[config.mk]
export PLATFORM = sky130hd
export DESIGN_NAME = ram_arbiter
export DESIGN_NICKNAME = d
export VERILOG_FILES = /design/src/rtl/ram_arbiter.sv
export SDC_FILE = /design/constraint.sdc
export NUM_CORES = 1
export LEC_CHECK = 0
export CAP_MARGIN = 25
export CORE_ASPECT_RATIO = 0.5
export CORE_MARGIN = 3
export CORE_UTILIZATION = 35
export DETAILED_ROUTE_END_ITERATION = 8
export HOLD_SLACK_MARGIN = 0.03
export PLACE_DENSITY = 0.72
export SYNTH_ARGS = -nofsm -noshare
export SYNTH_HDL_FRONTEND = slang
export SYNTH_SLANG_ARGS = --single-unit
[constraint.sdc]
create_clock -name clk -period 4.25 [get_ports clk]
set_clock_uncertainty 0.2 [all_clocks]
set_input_delay 0.85 -clock clk [delete_from_list [all_inputs] [get_ports clk]]
set_output_delay 0.85 -clock clk [all_outputs]
set_load 0.01 [all_outputs]
[src/rtl/ram_arbiter.sv]
// Two-port round-robin arbiter in front of one single-port RAM. It supports a bounded burst
// lock, a registered RAM command stage and a read-return pipeline with 2-cycle latency.
module ram_arbiter #(
    parameter int DATA_WIDTH    = 32,
    parameter int ADDRESS_WIDTH = 12,
    parameter int MAX_BURST     = 8
) (
    input  logic                     clk,
    input  logic                     reset,
    input  logic                     req0,
    input  logic                     we0,
    input  logic [ADDRESS_WIDTH-1:0] addr0,
    input  logic [DATA_WIDTH-1:0]    wdata0,
    input  logic                     lock0,
    output logic                     gnt0,
    output logic                     rvalid0,
    output logic [DATA_WIDTH-1:0]    rdata0,
    input  logic                     req1,
    input  logic                     we1,
    input  logic [ADDRESS_WIDTH-1:0] addr1,
    input  logic [DATA_WIDTH-1:0]    wdata1,
    input  logic                     lock1,
    output logic                     gnt1,
    output logic                     rvalid1,
    output logic [DATA_WIDTH-1:0]    rdata1,
    output logic                     ram_wEn,
    output logic [ADDRESS_WIDTH-1:0] ram_addr,
    output logic [DATA_WIDTH-1:0]    ram_dataIn,
    input  logic [DATA_WIDTH-1:0]    ram_dataOut
);

    localparam logic [7:0] MAX_CNT = 8'(MAX_BURST);

    typedef enum logic [1:0] {
        OWN_NONE = 2'd0,
        OWN_P0   = 2'd1,
        OWN_P1   = 2'd2
    } owner_e;

    owner_e                   owner_q;
    logic [7:0]               burst_cnt_q;
    logic                     last_winner_q;
    logic                     ram_wen_q;
    logic [ADDRESS_WIDTH-1:0] ram_addr_q;
    logic [DATA_WIDTH-1:0]    ram_din_q;
    logic                     tag_valid_q;
    logic                     tag_port_q;
    logic                     rvalid0_q, rvalid1_q;
    logic [DATA_WIDTH-1:0]    rdata0_q, rdata1_q;

    logic                     owner_active, owner_port;
    logic [1:0]               req_v;
    logic                     gnt_any, gnt_port;
    logic                     sel_we, sel_lock;
    logic [ADDRESS_WIDTH-1:0] sel_addr;
    logic [DATA_WIDTH-1:0]    sel_wdata;

    assign owner_active = (owner_q != OWN_NONE);
    assign owner_port   = (owner_q == OWN_P1);
    assign req_v        = {req1, req0};

    // A saturated owner only yields when the other port is actually waiting.
    always_comb begin
        // NOTE: every always_comb output gets a default first so no path can infer a latch.
        gnt_any  = 1'b0;
        gnt_port = 1'b0;
        if (owner_active && req_v[owner_port]) begin
            gnt_any = 1'b1;
            if (burst_cnt_q == MAX_CNT && req_v[!owner_port]) begin
                gnt_port = !owner_port;
            end else begin
                gnt_port = owner_port;
            end
        end else if (req0 && req1) begin
            gnt_any  = 1'b1;
            gnt_port = !last_winner_q;
        end else if (req0 || req1) begin
            gnt_any  = 1'b1;
            gnt_port = req1;
        end
    end

    assign gnt0      = gnt_any && !gnt_port;
    assign gnt1      = gnt_any && gnt_port;
    assign sel_we    = gnt_port ? we1    : we0;
    assign sel_lock  = gnt_port ? lock1  : lock0;
    assign sel_addr  = gnt_port ? addr1  : addr0;
    assign sel_wdata = gnt_port ? wdata1 : wdata0;

    // NOTE: all state below uses non-blocking assignments so every flop samples pre-edge values.
    always_ff @(posedge clk or posedge reset) begin
        if (reset) begin
            owner_q       <= OWN_NONE;
            burst_cnt_q   <= 8'd0;
            last_winner_q <= 1'b1;
            ram_wen_q     <= 1'b0;
            ram_addr_q    <= '0;
            ram_din_q     <= '0;
            tag_valid_q   <= 1'b0;
            tag_port_q    <= 1'b0;
            rvalid0_q     <= 1'b0;
            rvalid1_q     <= 1'b0;
            rdata0_q      <= '0;
            rdata1_q      <= '0;
        end else begin
            // A grant to the current owner extends the burst, and a grant to the other port re-arms it.
            if (gnt_any && sel_lock) begin
                if (owner_active && gnt_port == owner_port) begin
                    if (burst_cnt_q != MAX_CNT) begin
                        burst_cnt_q <= burst_cnt_q + 8'd1;
                    end
                end else begin
                    owner_q     <= gnt_port ? OWN_P1 : OWN_P0;
                    burst_cnt_q <= 8'd1;
                end
            end else begin
                owner_q     <= OWN_NONE;
                burst_cnt_q <= 8'd0;
            end

            if (gnt_any) begin
                last_winner_q <= gnt_port;
                ram_wen_q     <= sel_we;
                ram_addr_q    <= sel_addr;
                ram_din_q     <= sel_wdata;
            end else begin
                ram_wen_q     <= 1'b0;
            end

            tag_valid_q <= gnt_any && !sel_we;
            tag_port_q  <= gnt_port;

            rvalid0_q <= tag_valid_q && !tag_port_q;
            rvalid1_q <= tag_valid_q && tag_port_q;
            if (tag_valid_q && !tag_port_q) begin
                rdata0_q <= ram_dataOut;
            end
            if (tag_valid_q && tag_port_q) begin
                rdata1_q <= ram_dataOut;
            end
        end
    end

    assign ram_wEn    = ram_wen_q;
    assign ram_addr   = ram_addr_q;
    assign ram_dataIn = ram_din_q;
    assign rvalid0    = rvalid0_q;
    assign rvalid1    = rvalid1_q;
    assign rdata0     = rdata0_q;
    assign rdata1     = rdata1_q;

endmodule

# [Word level (Yosys, flattened, before mapping)]
# Index checks and enable logic that the tools add are counted.
[word_totals] ff_bits=124 in_bits=128 out_inout_bits=113
[op_classes] eq_ne=6 magnitude_cmp=2 n_addsub=1 mux=22 reduce_logical=17
[ops] cell="$mux 32" count=1
[ops] cell="$mux 8" count=3
[ops] cell="$mux 1" count=14
[ops] cell="$mux 12" count=1
[ops] cell="$logic_and 1x1->1" count=10
[ops] cell="$add 8x1->8 const B" count=1
[ops] cell="$eq 8x4->1 const B" count=1
[ops] cell="$ne 8x4->1 const B" count=1
[ops] cell="$mux 2" count=3
[ops] cell="$logic_not 1->1" count=5
[ops] cell="$lt 1x2->1 const B" count=2
[ops] cell="$ne 3x2->1 const B" count=1
[ops] cell="$eq 2x2->1 const B" count=1
[ops] cell="$ne 2x2->1 const B" count=1
[ops] cell="$reduce_bool 2->1" count=1
[ops] cell="$eq 1x1->1" count=1
[ops] cell="$logic_or 1x1->1" count=1

# [Logic depth before layout (Yosys ltp)]
# Gate-level depths: netlist of the first run.
[logic_depth] ltp_word=11 mapped_depth=7 ltp_nobuf=6

# [Worst setup path before layout of the first run]
# Ideal clock, no wire load.
[synth_timing] path_type="reg-to-output" from="register burst_cnt_q[0]" to="output gnt0" stages_incl_launch_ff=7 arrival_ps=1968 required_time_ps=3200 slack_ps=1232 path_cell_list="dfrtp_1 -> inv_1 -> ha_1 -> or3b_2 -> o211a_4 -> nor3b_4 -> buf_6"
[synth_via] elab_chain_cells=6
[synth_rtl] item="start: declaration" line_no="41" source="logic [7:0] burst_cnt_q;"
[synth_rtl] item="start signal: assignment" line_no="110" source="burst_cnt_q <= burst_cnt_q + 8'd1;"
[synth_rtl] item="$eq 8x4->1" line_no="69" source="if (burst_cnt_q == MAX_CNT && req_v[!owner_port]) begin"
[synth_rtl] item="$logic_and 1x1->1" line_no="69"
[synth_rtl] item="$mux 1" line_no="69"
[synth_rtl] item="$mux 1" line_no="67" source="if (owner_active && req_v[owner_port]) begin"
[synth_rtl] item="$logic_not 1->1" line_no="83" source="assign gnt0 = gnt_any && !gnt_port;"
[synth_rtl] item="$logic_and 1x1->1" line_no="83"
[synth_rtl] item="end: declaration" line_no="15" source="output logic gnt0,"
# Every way passes these cells.

# [Worst setup path in the final report of the first run]
# Ends and elaborated chain as after synthesis.

==> results of run 1 <==
cell families (layout without fill, tap and decap cells):
family	count (synthesis)	count (layout)	synth area share (%)
flip-flops	124	124	58.0
AND/OR/NAND/NOR	87	87	10.6
AO/OA/AOI/OAI	74	74	12.3
multiplexers	73	73	15.2
buffers and inverters	31	289	3.04
adder cells (fa/ha/maj)	2	2	0.468
XOR/XNOR	2	2	0.327
metal layers:
metal,vias to the layer above,GRT usage (%),wire length [µm]
li1,1959,-,-
met1,2150,22.7,6410
met2,127,32.1,8290
met3,12,3.54,752
met4,0,6.45,195
met5,-,0,0
final timing paths:
kind                       depth (start not counted)           start              to
setup / recovery                                   6  burst_cnt_q[0]            gnt0
hold / removal                                     1      rdata1[14]      rdata1[14]
setup reg to reg                                   5  burst_cnt_q[2]  burst_cnt_q[2]
hold reg to reg                                    1      rdata1[14]      rdata1[14]
max in group asynchronous                          3           reset      rdata1[30]
min in group asynchronous                          2           reset   ram_dataIn[7]
per-stage QoR:
stage | setup WS, ps | total power [mW] | instance area (µm²)
floorplan | 1230 | 1.96 | 5350
global placement | 535 | 2.62 | 7960
detailed placement | 513 | 2.64 | 7960
CTS | 338 | 4.29 | 8620
global route | 281 | 4.42 | 8620
finish | 381 | 4.24 | 8620
cells in the final DEF, fill, tap and decap left out, drive strengths merged, types with 3 or more instances in the layout:
| master | count |
|---|---|
| buf | 10 |
| nand2b | 4 |
| inv | 11 |
| a221o | 44 |
| dfrtp | 123 |
| o211ai | 8 |
| clkbuf | 17 |
| clkinv | 4 |
| and2 | 44 |
| a21boi | 3 |
| nor2 | 4 |
| a21oi | 6 |
| o21ai | 3 |
| nand2 | 8 |
| mux2i | 7 |
| clkdlybuf4s50 | 240 |
| mux2 | 66 |
| nor3 | 9 |
| o21a | 4 |
| nand3 | 3 |
| bufinv | 5 |
cell type report:
class	count	area (µm²)	share of cell area (%)
Clock buffer	17	425	4.94
Clock inverter	15	235	2.73
Inverter	7	30.0	0.348
Multi-Input combinational cell	238	2090	24.2
Sequential cell	124	3100	36.0
Tap cell	198	248	2.87
Timing Repair Buffer	250	2490	28.9
state kept, by name, summed over array words and instances (netlist names):
register / cells
burst_cnt_q: 8
last_winner_q: 1
owner_q: 2
ram_addr: 12
ram_dataIn: 32
ram_wEn: 1
rdata0: 32
rdata1: 32
rvalid0: 1
rvalid1: 1
tag_port_q: 1
tag_valid_q: 1
power by group:
part / leakage [nW] / total (mW) / switching [mW] / internal (mW)
registers: 1.49 / 1.52 / 0.115 / 1.41
clock network: 0.321 / 1.63 / 0.575 / 1.05
logic: 1.75 / 1.09 / 0.411 / 0.682
total: 3.56 / 4.24 / 1.10 / 3.14
==> metrics, run 1 <==
CP Capture Type primary output; largest net degree at the start of global routing 45; first-pass GRT wire length between 20 and 25 mm; Final Wtd Congestion roughly 0.8; Worst Hold Margin 302 ps; Synth area leader dfrtp_1; Synth Area per Inst between 10 and 15 µm²; clk_lat worst skew 410 ps; num ports ~240; Clock Tree Buf Depth 2; RSZ-0062 raised after global routing false; asr flop ratio synth 100%; n_diodes 0; global route overflow 0; Core Area about 0.015 mm²; final non-filler cell total 849; layout cell share with drive strength beyond 1 between 10% and 20%; vias in the first global route about 4,400; final net count 768; Syn Std Cell Area around 0.0054 mm²; Slew @ Worst Pin just under 1000 ps; initial antenna violation count 0; r2r setup slk around 1300 ps; hpwl dp ~11 mm; synth cell count leaders dfrtp_1, mux2_2, a221o_1, and2_1, clkbuf_1; static leakage about 3.6 nW; Initial Util a little over a third; Syn-to-layout area delta 61.1%; Max Cap Violations 0; Slowest-stage cell, CP clkdlybuf4s50_1; Setup CP Type flop to primary output; Synth top area share between 50 and 60%; EDFF count, synth 0; Top delay family on crit path simple AND/OR/NAND/NOR gates; via count 4,248; number of buffers added on ports 240; drt total wl approximately 16 mm; # hold bufs at CTS 0; synth top area cells dfrtp_1, mux2_2, a221o_1; Cell Pwr Density 492 mW/mm²; maximum VDD drop 0.303 mV; normalized max-slew margin 34.8%; Fin. Hold Viols 0; Synth Register Bits 124; Max FO, Critical Path 7; GRT Total Usage a little under a fifth; endpoints failing setup 0; Clock Sinks between 100 and 150; fin util 58.6%; fillers 1,188; CTS root buffer clkbuf_16; drt first pass iters 4; antenna-violating nets left 0; startpoint types flop; CTS clk-pin slew, worst paths approximately 60 ps; die span in y ~93 µm; Inserted Clock Buffers 17; Placement Rows 31; H-tree levels 4; ys flop type dfrtp_1; die span in x approximately 180 µm; warnings from Yosys 0; worst path required time between 3000 and 4000 ps; DRC errors left 0; Final Cycle Share between 90 and 100%; post-cts gate resize count 0; post-synth cell types 43; worst path bufs/invs 2; Fmax between 0.2 and 0.3 GHz; DR WL/cell 18.4 µm; crit path DAT between 2000 and 3000 ps; most numerous cell in the Yosys netlist dfrtp_1; CTS tree done; setup bufs post-CTS 0; status completed; placed cells a little over 800; CP peak stage delay approximately 610 ps; min-delay worst type flop to flop; TNS Setup 0 ps; vias per std cell 5.00; synthesized instance count between 300 and 400; syn_nets around 520; CP Cell Sequence inv_1, ha_1, or3b_2, o211a_4, nor3b_4, clkdlybuf4s50_1; DR iter-0 viols 200; max-slew violations 0; Tmin final a little under 4000 ps; post-synthesis sequential area ratio about three fifths; Die ar. approximately 0.017 mm²
No activity file was read; power rests on OpenSTA's default activity.
==> run 2: changes to the inputs <==
Settings changed: PLACE_DENSITY 0.72 to 0.69.
Clock period 4.25 ns to 4.59 ns, I/O delays scaled along.
==> metrics, run 2 (synthesized netlist as in run 1, its figures left out) <==
status completed; most common cell after layout, fill and taps aside clkdlybuf4s50_1; global route overflow 0; max-slew violations 0; Fmax 0.255 GHz; startpoint types flop; Max Cap Violations 0; Clock Sinks 124; CTS tree done; Core Area between 0.01 and 0.015 mm²; fillers about 1,200; vias per std cell about 5; min-delay worst type flop to flop; maximum VDD drop 0.271 mV; Initial Util between 30% and 40%; Cell Pwr Density between 400 and 500 mW/mm²; DR iter-0 viols approximately 220; placed cells ~800; largest net degree at the start of global routing 77; n_diodes 0; crit path DAT 2810 ps; TNS Setup 0 ps; vias in the first global route ~4,500; CTS root buffer clkbuf_16; die span in y 93.4 µm; final non-filler cell total between 800 and 900; RSZ-0062 raised after global routing false; final net count 766; Placement Rows 31; GRT Total Usage between 10% and 20%; num ports between 200 and 250; setup bufs post-CTS 0; die span in x approximately 180 µm; antenna-violating nets left 0; drt first pass iters 5; CTS clk-pin slew, worst paths ~60 ps; CP Capture Type primary output; Setup CP Type flop to primary output; H-tree levels 4; post-cts gate resize count 0; worst path required time about 3500 ps; first-pass GRT wire length approximately 24 mm; Final Cycle Share between 80% and 90%; Fin. Hold Viols 0; Slew @ Worst Pin between 800 and 900 ps; layout cell share with drive strength beyond 1 a little under a fifth; Clock Tree Buf Depth 2; Tmin final around 3900 ps; Syn-to-layout area delta 60.3%; commonest non-fill, non-tap cells in the layout clkdlybuf4s50_1, dfrtp_1, mux2_2, and2_1, a221o_1; normalized max-slew margin 41.8%; number of buffers added on ports 240; # hold bufs at CTS 0; initial antenna violation count 0; Inserted Clock Buffers 17; DR WL/cell 17.9 µm; Max FO, Critical Path 7; clk_lat worst skew approximately 400 ps; drt total wl ~15 mm; Final Wtd Congestion 0.801; Die ar. ~0.017 mm²; endpoints failing setup 0; static leakage 3.54 nW; DRC errors left 0; hpwl dp roughly 11 mm; via count approximately 4,300
[run 2: worst paths after layout]
check	cells past startpoint	end	from	slack [ps]
setup / recovery	6	gnt0	burst_cnt_q[0]	660
hold / removal	1	rdata1[7]	rdata1[7]	300
setup reg to reg	7	ram_dataIn[18]	burst_cnt_q[0]	1740
hold reg to reg	1	rdata1[7]	rdata1[7]	300
max in group asynchronous	3	rvalid1	reset	2580
min in group asynchronous	2	rdata0[31]	reset	770
[run 2: worst max-delay path, stage by stage (launching register included)]
cell and delay (ps):
dfrtp_1 430, inv_1 100, ha_1 160, or3b_2 530, o211a_4 290, nor3b_4 290, clkdlybuf4s50_1 600
[run 2: cell type report]
class | count | area [µm²] | share of cell area (%)
Sequential cell | 124 | 3100 | 36.2
Timing Repair Buffer | 248 | 2470 | 28.9
Tap cell | 198 | 248 | 2.89
Clock inverter | 13 | 190 | 2.22
Inverter | 7 | 28.8 | 0.336
Clock buffer | 19 | 443 | 5.17
Multi-Input combinational cell | 238 | 2090 | 24.3
[run 2: metrics by stage]
step	util, %	setup WS, ps	total power [mW]	instance area [µm²]	hold slack, ps
finish	58.3	663	3.84	8570	301
global route	58.3	551	4.01	8570	316
CTS	58.3	600	3.89	8570	306
detailed placement	54.0	690	2.44	7940	293
global placement	54.0	713	2.43	7940	288
floorplan	-	174	1.82	5350	301
[run 2: report_power, final]
group	switching, mW	internal (mW)
Sequential	0.107	1.30
Combinational	0.375	0.629
Clock	0.495	0.927
Total	0.976	2.86
[run 2: per-layer routing]
metal	vias to the layer above	share of wire (%)	wire length (µm)	track usage, %
li1	1948	-	-	-
met1	2147	43	6470	22.5
met2	141	50	7540	30.1
met3	26	5.4	816	4.43
met4	0	2.3	342	6.13
met5	-	0	0	0
